--- src/rtl/bus_pkg.sv ---
// Shared constants and types for the bus register file.
// Provides default sizes and the bus source-select encoding.
package bus_pkg;

  localparam int BUS_N_DEF    = 16;
  localparam int BUS_NREG_DEF = 8;

  typedef enum logic [1:0] {
    SRC_NONE = 2'd0,
    SRC_G    = 2'd1,
    SRC_DIN  = 2'd2,
    SRC_REG  = 2'd3
  } src_e;

endpackage

--- src/rtl/bus_regfile_if.sv ---
// Bus-side signal bundle of the register file.
// The master modport drives the selects and data, and the slave modport is the register file.
interface bus_regfile_if
  import bus_pkg::*;
#(
  parameter int N    = BUS_N_DEF,
  parameter int NREG = BUS_NREG_DEF
) ();

  logic [N-1:0]    Din;
  logic [N-1:0]    Gout;
  logic [NREG-1:0] rout;
  logic            gsel;
  logic            dinsel;
  logic [NREG-1:0] rin;
  logic            incr_pc;
  logic            err_clr;
  logic [N-1:0]    bus;
  logic [N-1:0]    pc;
  logic            bus_err;

  modport master (
    output Din, Gout, rout, gsel, dinsel, rin, incr_pc, err_clr,
    input  bus, pc, bus_err
  );

  modport slave (
    input  Din, Gout, rout, gsel, dinsel, rin, incr_pc, err_clr,
    output bus, pc, bus_err
  );

endinterface

--- src/rtl/bus_regfile_pc_reg.sv ---
// Program counter: a bus load takes precedence over increment, which takes precedence over hold.
// The counter wraps modulo 2^N and has a synchronous active-low reset.
module pc_reg #(
  parameter int N = 16
) (
  input  logic         clk,
  input  logic         rst_n,
  input  logic         load_i,
  input  logic         incr_i,
  input  logic [N-1:0] din_i,
  output logic [N-1:0] pc_o
);

  logic [N-1:0] pc_d;
  logic [N-1:0] pc_q;

  always_comb begin
    pc_d = pc_q;
    if (load_i) begin
      pc_d = din_i;
    end else if (incr_i) begin
      pc_d = pc_q + {{(N-1){1'b0}}, 1'b1};
    end else begin
      pc_d = pc_q;
    end
  end

  always_ff @(posedge clk) begin
    if (!rst_n) begin
      pc_q <= '0;
    end else begin
      pc_q <= pc_d;
    end
  end

  assign pc_o = pc_q;

endmodule

--- src/rtl/bus_regfile.sv ---
// Register file with a shared, priority-muxed bus; R[NREG-1] is the program counter.
// Define BUS_CONFLICT_CHK_EN to enable the sticky multi-source conflict flag on bus_err.
module bus_regfile
  import bus_pkg::*;
#(
  parameter int N    = BUS_N_DEF,
  parameter int NREG = BUS_NREG_DEF
) (
  input  logic          Clock,
  input  logic          Resetn,
  bus_regfile_if.slave  bif
);

  localparam int IW = $clog2(NREG);

  src_e            src_s;
  logic [IW-1:0]   ridx_s;
  logic [N-1:0]    bus_s;
  logic [N-1:0]    pc_s;
  logic [N-1:0]    rd_s   [NREG];
  logic [N-1:0]    regs_d [NREG-1];
  logic [N-1:0]    regs_q [NREG-1];

  always_comb begin
    for (int i = 0; i < NREG - 1; i++) begin
      rd_s[i] = regs_q[i];
    end
    rd_s[NREG-1] = pc_s;
  end

  // The descending scan leaves the lowest-index set bit of rout in ridx_s.
  always_comb begin
    ridx_s = '0;
    for (int i = NREG - 1; i >= 0; i--) begin
      ridx_s = bif.rout[i] ? IW'(i) : ridx_s;
    end
    if (bif.gsel) begin
      src_s = SRC_G;
    end else if (bif.dinsel) begin
      src_s = SRC_DIN;
    end else if (|bif.rout) begin
      src_s = SRC_REG;
    end else begin
      src_s = SRC_NONE;
    end
  end

  always_comb begin
    case (src_s)
      SRC_G:   bus_s = bif.Gout;
      SRC_DIN: bus_s = bif.Din;
      SRC_REG: bus_s = rd_s[ridx_s];
      default: bus_s = '0;
    endcase
  end

  // A register that is both source and target reloads its own value, so it holds.
  always_comb begin
    for (int i = 0; i < NREG - 1; i++) begin
      regs_d[i] = bif.rin[i] ? bus_s : regs_q[i];
    end
  end

  always_ff @(posedge Clock) begin
    if (!Resetn) begin
      for (int i = 0; i < NREG - 1; i++) begin
        regs_q[i] <= '0;
      end
    end else begin
      for (int i = 0; i < NREG - 1; i++) begin
        regs_q[i] <= regs_d[i];
      end
    end
  end

  pc_reg #(.N(N)) u_pc (
    .clk    (Clock),
    .rst_n  (Resetn),
    .load_i (bif.rin[NREG-1]),
    .incr_i (bif.incr_pc),
    .din_i  (bus_s),
    .pc_o   (pc_s)
  );

  assign bif.bus = bus_s;
  assign bif.pc  = pc_s;

`ifdef BUS_CONFLICT_CHK_EN
  logic [NREG+1:0] sel_vec_s;
  logic            conflict_s;
  logic            err_d;
  logic            err_q;

  // Clearing the lowest set bit leaves a nonzero value only when two or more sources are asserted.
  assign sel_vec_s  = {bif.gsel, bif.dinsel, bif.rout};
  assign conflict_s = |(sel_vec_s & (sel_vec_s - {{(NREG+1){1'b0}}, 1'b1}));

  always_comb begin
    if (conflict_s) begin
      err_d = 1'b1;
    end else if (bif.err_clr) begin
      err_d = 1'b0;
    end else begin
      err_d = err_q;
    end
  end

  always_ff @(posedge Clock) begin
    if (!Resetn) begin
      err_q <= 1'b0;
    end else begin
      err_q <= err_d;
    end
  end

  assign bif.bus_err = err_q;
`else
  logic unused_err_clr_s;
  assign unused_err_clr_s = bif.err_clr;
  assign bif.bus_err      = 1'b0;
`endif

endmodule

--- src/flat_wrapper.sv ---
// flat-port wrapper written by rule: the top's interface ports become plain ports
module bus_regfile_flat import bus_pkg::*;
#(
  parameter int N    = BUS_N_DEF,
  parameter int NREG = BUS_NREG_DEF
)
  (Clock, Resetn, bif_Din, bif_Gout, bif_rout, bif_gsel, bif_dinsel, bif_rin, bif_incr_pc, bif_err_clr, bif_bus, bif_pc, bif_bus_err);
  bus_regfile_if #(.N(N), .NREG(NREG)) bif_i ();
  input  logic Clock;
  input  logic Resetn;
  input wire logic [$bits(bif_i.Din)-1:0] bif_Din;
  input wire logic [$bits(bif_i.Gout)-1:0] bif_Gout;
  input wire logic [$bits(bif_i.rout)-1:0] bif_rout;
  input wire logic [$bits(bif_i.gsel)-1:0] bif_gsel;
  input wire logic [$bits(bif_i.dinsel)-1:0] bif_dinsel;
  input wire logic [$bits(bif_i.rin)-1:0] bif_rin;
  input wire logic [$bits(bif_i.incr_pc)-1:0] bif_incr_pc;
  input wire logic [$bits(bif_i.err_clr)-1:0] bif_err_clr;
  output wire logic [$bits(bif_i.bus)-1:0] bif_bus;
  output wire logic [$bits(bif_i.pc)-1:0] bif_pc;
  output wire logic [$bits(bif_i.bus_err)-1:0] bif_bus_err;
  assign bif_i.Din = bif_Din;
  assign bif_i.Gout = bif_Gout;
  assign bif_i.rout = bif_rout;
  assign bif_i.gsel = bif_gsel;
  assign bif_i.dinsel = bif_dinsel;
  assign bif_i.rin = bif_rin;
  assign bif_i.incr_pc = bif_incr_pc;
  assign bif_i.err_clr = bif_err_clr;
  assign bif_bus = bif_i.bus;
  assign bif_pc = bif_i.pc;
  assign bif_bus_err = bif_i.bus_err;
  bus_regfile #(.N(N), .NREG(NREG)) u_core (.Clock(Clock), .Resetn(Resetn), .bif(bif_i));
endmodule
--- config.mk ---
export PLATFORM = sky130hd
export DESIGN_NAME = bus_regfile_flat
export DESIGN_NICKNAME = d
export VERILOG_FILES = /design/src/rtl/bus_pkg.sv /design/src/rtl/bus_regfile_if.sv /design/src/rtl/bus_regfile_pc_reg.sv /design/src/rtl/bus_regfile.sv /design/src/flat_wrapper.sv
export SDC_FILE = /design/constraint.sdc
export NUM_CORES = 1
export LEC_CHECK = 0
export ABC_AREA = 1
export ABC_CLOCK_PERIOD_IN_PS = 3500
export CAP_MARGIN = 0
export CORE_MARGIN = 2
export CORE_UTILIZATION = 55
export DETAILED_ROUTE_END_ITERATION = 12
export PLACE_DENSITY_LB_ADDON = 0.25
export SLEW_MARGIN = 20
export SYNTH_ARGS = -nofsm -noshare
export SYNTH_HDL_FRONTEND = slang
export SYNTH_SLANG_ARGS = --single-unit
--- constraint.sdc ---
create_clock -name Clock -period 3.5 [get_ports Clock]
set_input_delay 0.35 -clock Clock [delete_from_list [all_inputs] [get_ports Clock]]
set_output_delay 0.35 -clock Clock [all_outputs]
set_load 0.02 [all_outputs]
==> metrics.yaml <==
timing.fmax_mhz: 301
cp_cell_sequence: "clkdlybuf4s50_1, inv_2, nand2_1, nand2_1, nand2_1, nand2_1, nand2_1, nand2_4, nand2_8, clkinvlp_4, buf_4, nand2_1, nand3_1, nand3_1, nand3_2, nand2_1, clkdlybuf4s50_1"
cp_slowest_cell: "clkdlybuf4s50_1"
status: "finished clean"
grt_use_total_pct: 30.2
critPathLaunchType: "input port"
drc: 0
num_rows: 42
synth_seq_cells: 128
finalCoreUtilization_pct: 68.6
finalCritPeriodShare_pct: 95.0
min_path_cells: 4
nFillCells: 1175
p_per_area_nw_per_um2: 467
grt_first_pass_wirelength_um: 34700
crit_type: "in2out"
cap_violations: 0
grt.overflow.total: 0
cts_sinks: 128
grtUsageMet1_pct: 40.4
grt_max_degree: 55
hp-class: "reg2reg"
tritoncts: "done"
hold_viol_final: 0
synth_cells: 1192
dieArea_um2: 14600
avgViaCountPerCell: 5.32
reg2reg_to: "u_core.u_pc.pc_o[14]"
nNetsFinal: 1314
num_vias: 7699
yosysUniqueCellTypes: 34
multi_input_area_um2: 3580
synth_area_um2: 7520
hp-start: "u_core.regs_q[2][3]"
setup_viol: 0
slew_violations: 0
grt.met2_usage_pct: 48.0
seq_area_frac_synth_pct: 34.1
rsz0062_at_grt: "false"
cts_buffers: 17
initial_core_util_pct: 56.5
grt_busiest_layer: "met2"
relSlewSlack_pct: 52.1
core_area_um2: 13300
cp_common_cell: "nand2_1"
synth_area_per_cell_um2: 6.31
syn2layout_area_growth_pct: 21.3
end_kind: "primary output"
routedWlPerCell_um: 14.6
antenna_found_initial: 0
die_y_um: 121
ant_nets: 0
worst_pin_slew_ns: 0.716
yosys_warnings: 0
grt_pass1_vias: 6885
rr_worst_depth: 10
path_max_fanout: 20
yosysTopAreaCell: "dfxtp_1"
min_to: "u_core.regs_q[2][3]"
syn_nets: 1247
dr.pass1.iters: 7
post-dp-hpwl_um: 13900
clock_skew_ns: 0.00604
num_io_pins: 87
yosys-top-cells-area: "dfxtp_1 34%, nand3_1 13%, inv_1 12%"
period_needed_ns: 3.32
fin_setup_tns_ns: 0
final_layout_size_suffix_gt1_share_pct: 7.78
die_w_um: 121
yosys.area.top_type_share_pct: 34.1
required_ns: 3.15
seq_area_um2: 2560
root_buffer: "clkbuf_16"
ir_worst_vdd_mv: 0.302
clk_latency_ns: 0.43
cp.arrival_ns: 2.97
htreeDepth: 4
use_met3_pct: 6.34
cts_hold_buf: 0
r2r_start: "u_core.u_pc.pc_o[0]"
critical-path-max-stage-delay_ns: 0.61
rrSetupSlack_ns: 1.39
place.gp.congestion: 0.841
insertedDiodeCount: 0
clk_pin_slew_ns: 0.06
leakage_nw: 4.78
io_buffers: 84
routed_wirelength_um: 21200
drt_iter0_markers: 629
clock_path_buffers: 2
[critical path: cells and delay by family]
family        cells  cell delay (ns)
buf+inv           5             1.51
simple gates     12             1.11
[metal layers]
metal / wire [um] / share of wire (%)
met1: 9120 / 43
met2: 9780 / 46
met3: 1680 / 7.9
met4: 572 / 2.7
met5: 0 / 0
[cells by family (layout without fill, tap and decap cells)]
kind of cell             after synthesis  after routing  share of synthesized area, %
AO/OA/AOI/OAI                        202            202                          13.8
XOR/XNOR                              10             10                          1.17
adder cells (fa/ha/maj)                1              1                         0.166
buffers and inverters                335            415                          18.4
flip-flops                           128            128                          34.1
other                                  1              1                        0.0499
AND/OR/NAND/NOR                      515            515                          32.3
[synth_stat cells]
cell type	n
a211oi_4	1
a21oi_1	138
a21oi_2	1
and3_1	1
buf_1	5
buf_2	9
buf_4	17
buf_6	7
clkbuf_1	39
clkinv_1	19
conb_1	1
dfxtp_1	128
ha_1	1
inv_1	233
inv_2	6
nand2_1	221
nand2_2	2
nand2_4	2
nand3_1	199
nand3_2	4
nand3_4	10
nand4_1	3
nand4_4	1
nor2_1	66
nor2_4	1
nor3_1	3
nor3_2	1
nor4_4	1
o211ai_1	3
o21ai_0	56
o21ai_1	2
o22ai_1	1
xnor2_1	4
xor2_1	6
[cell type report]
| type | count | area share, % |
|---|---|---|
| Tap cell | 176 | 2.42 |
| Multi-Input combinational cell | 729 | 39.3 |
| Inverter | 258 | 10.7 |
| Timing Repair Buffer | 125 | 13.1 |
| Sequential cell | 128 | 28.1 |
| Clock inverter | 5 | 0.823 |
| Clock buffer | 27 | 5.63 |
[how the worst max path moves through the flow]
stage	from	end	slack, ns
2_1_floorplan	bif_rout[0]	bif_bus[10]	1.46
3_3_place_gp	bif_rout[6]	bif_bus[9]	0.02
3_5_place_dp	bif_rout[6]	bif_bus[9]	-0.006
4_1_cts	bif_rout[0]	bif_bus[0]	0.08
5_1_grt	bif_rout[6]	bif_bus[15]	0.004
6_report	bif_rout[6]	bif_bus[9]	0.18
[report_power, final]
part	switching [mW]	internal (mW)
logic	0.528	0.338
clock network	0.624	1.14
registers	0.0567	1.57
[per-stage QoR]
stage	hold WS, ns	setup WS [ns]	instances	total power, mW	instance area [um2]
floorplan	0.509	1.46	1192	2.23	7520
global placement	0.523	0.0221	1411	2.49	8470
detailed placement	0.525	-0.00563	1411	2.50	8470
CTS	0.535	0.0751	1446	4.26	9080
global route	0.553	0.00413	1448	4.46	9120
finish	0.538	0.176	1448	4.26	9120
[cell usage in the layout (no fill, tap or decap), types with 3 or more instances in the layout]
cell,n
clkinv_1,19
nand4_1,3
nor2_1,66
nor3_1,3
nand3_4,10
inv_2,5
nand3_1,199
xor2_1,6
clkinv_2,4
buf_12,3
dfxtp_1,128
a21oi_1,138
o21ai_0,56
clkdlybuf4s50_1,81
clkbuf_1,5
clkbuf_16,17
xnor2_1,4
dlymetal6s2s_1,3
clkbuf_8,5
nand2_1,221
nand3_2,4
o211ai_1,3
buf_4,38
inv_1,232
[repair_timing]
item / in CTS / in global routing
buffers inserted: 3 / 2
pin swaps: 0 / 1
setup endpoints to repair: 2 / 14
gates resized for setup: 1 / 4
[sequential cells by signal (all words and copies together) (netlist names)]
name,count
u_core.regs_q,112
u_core.u_pc.pc_o,16
Power figures use the tool's default switching activity.
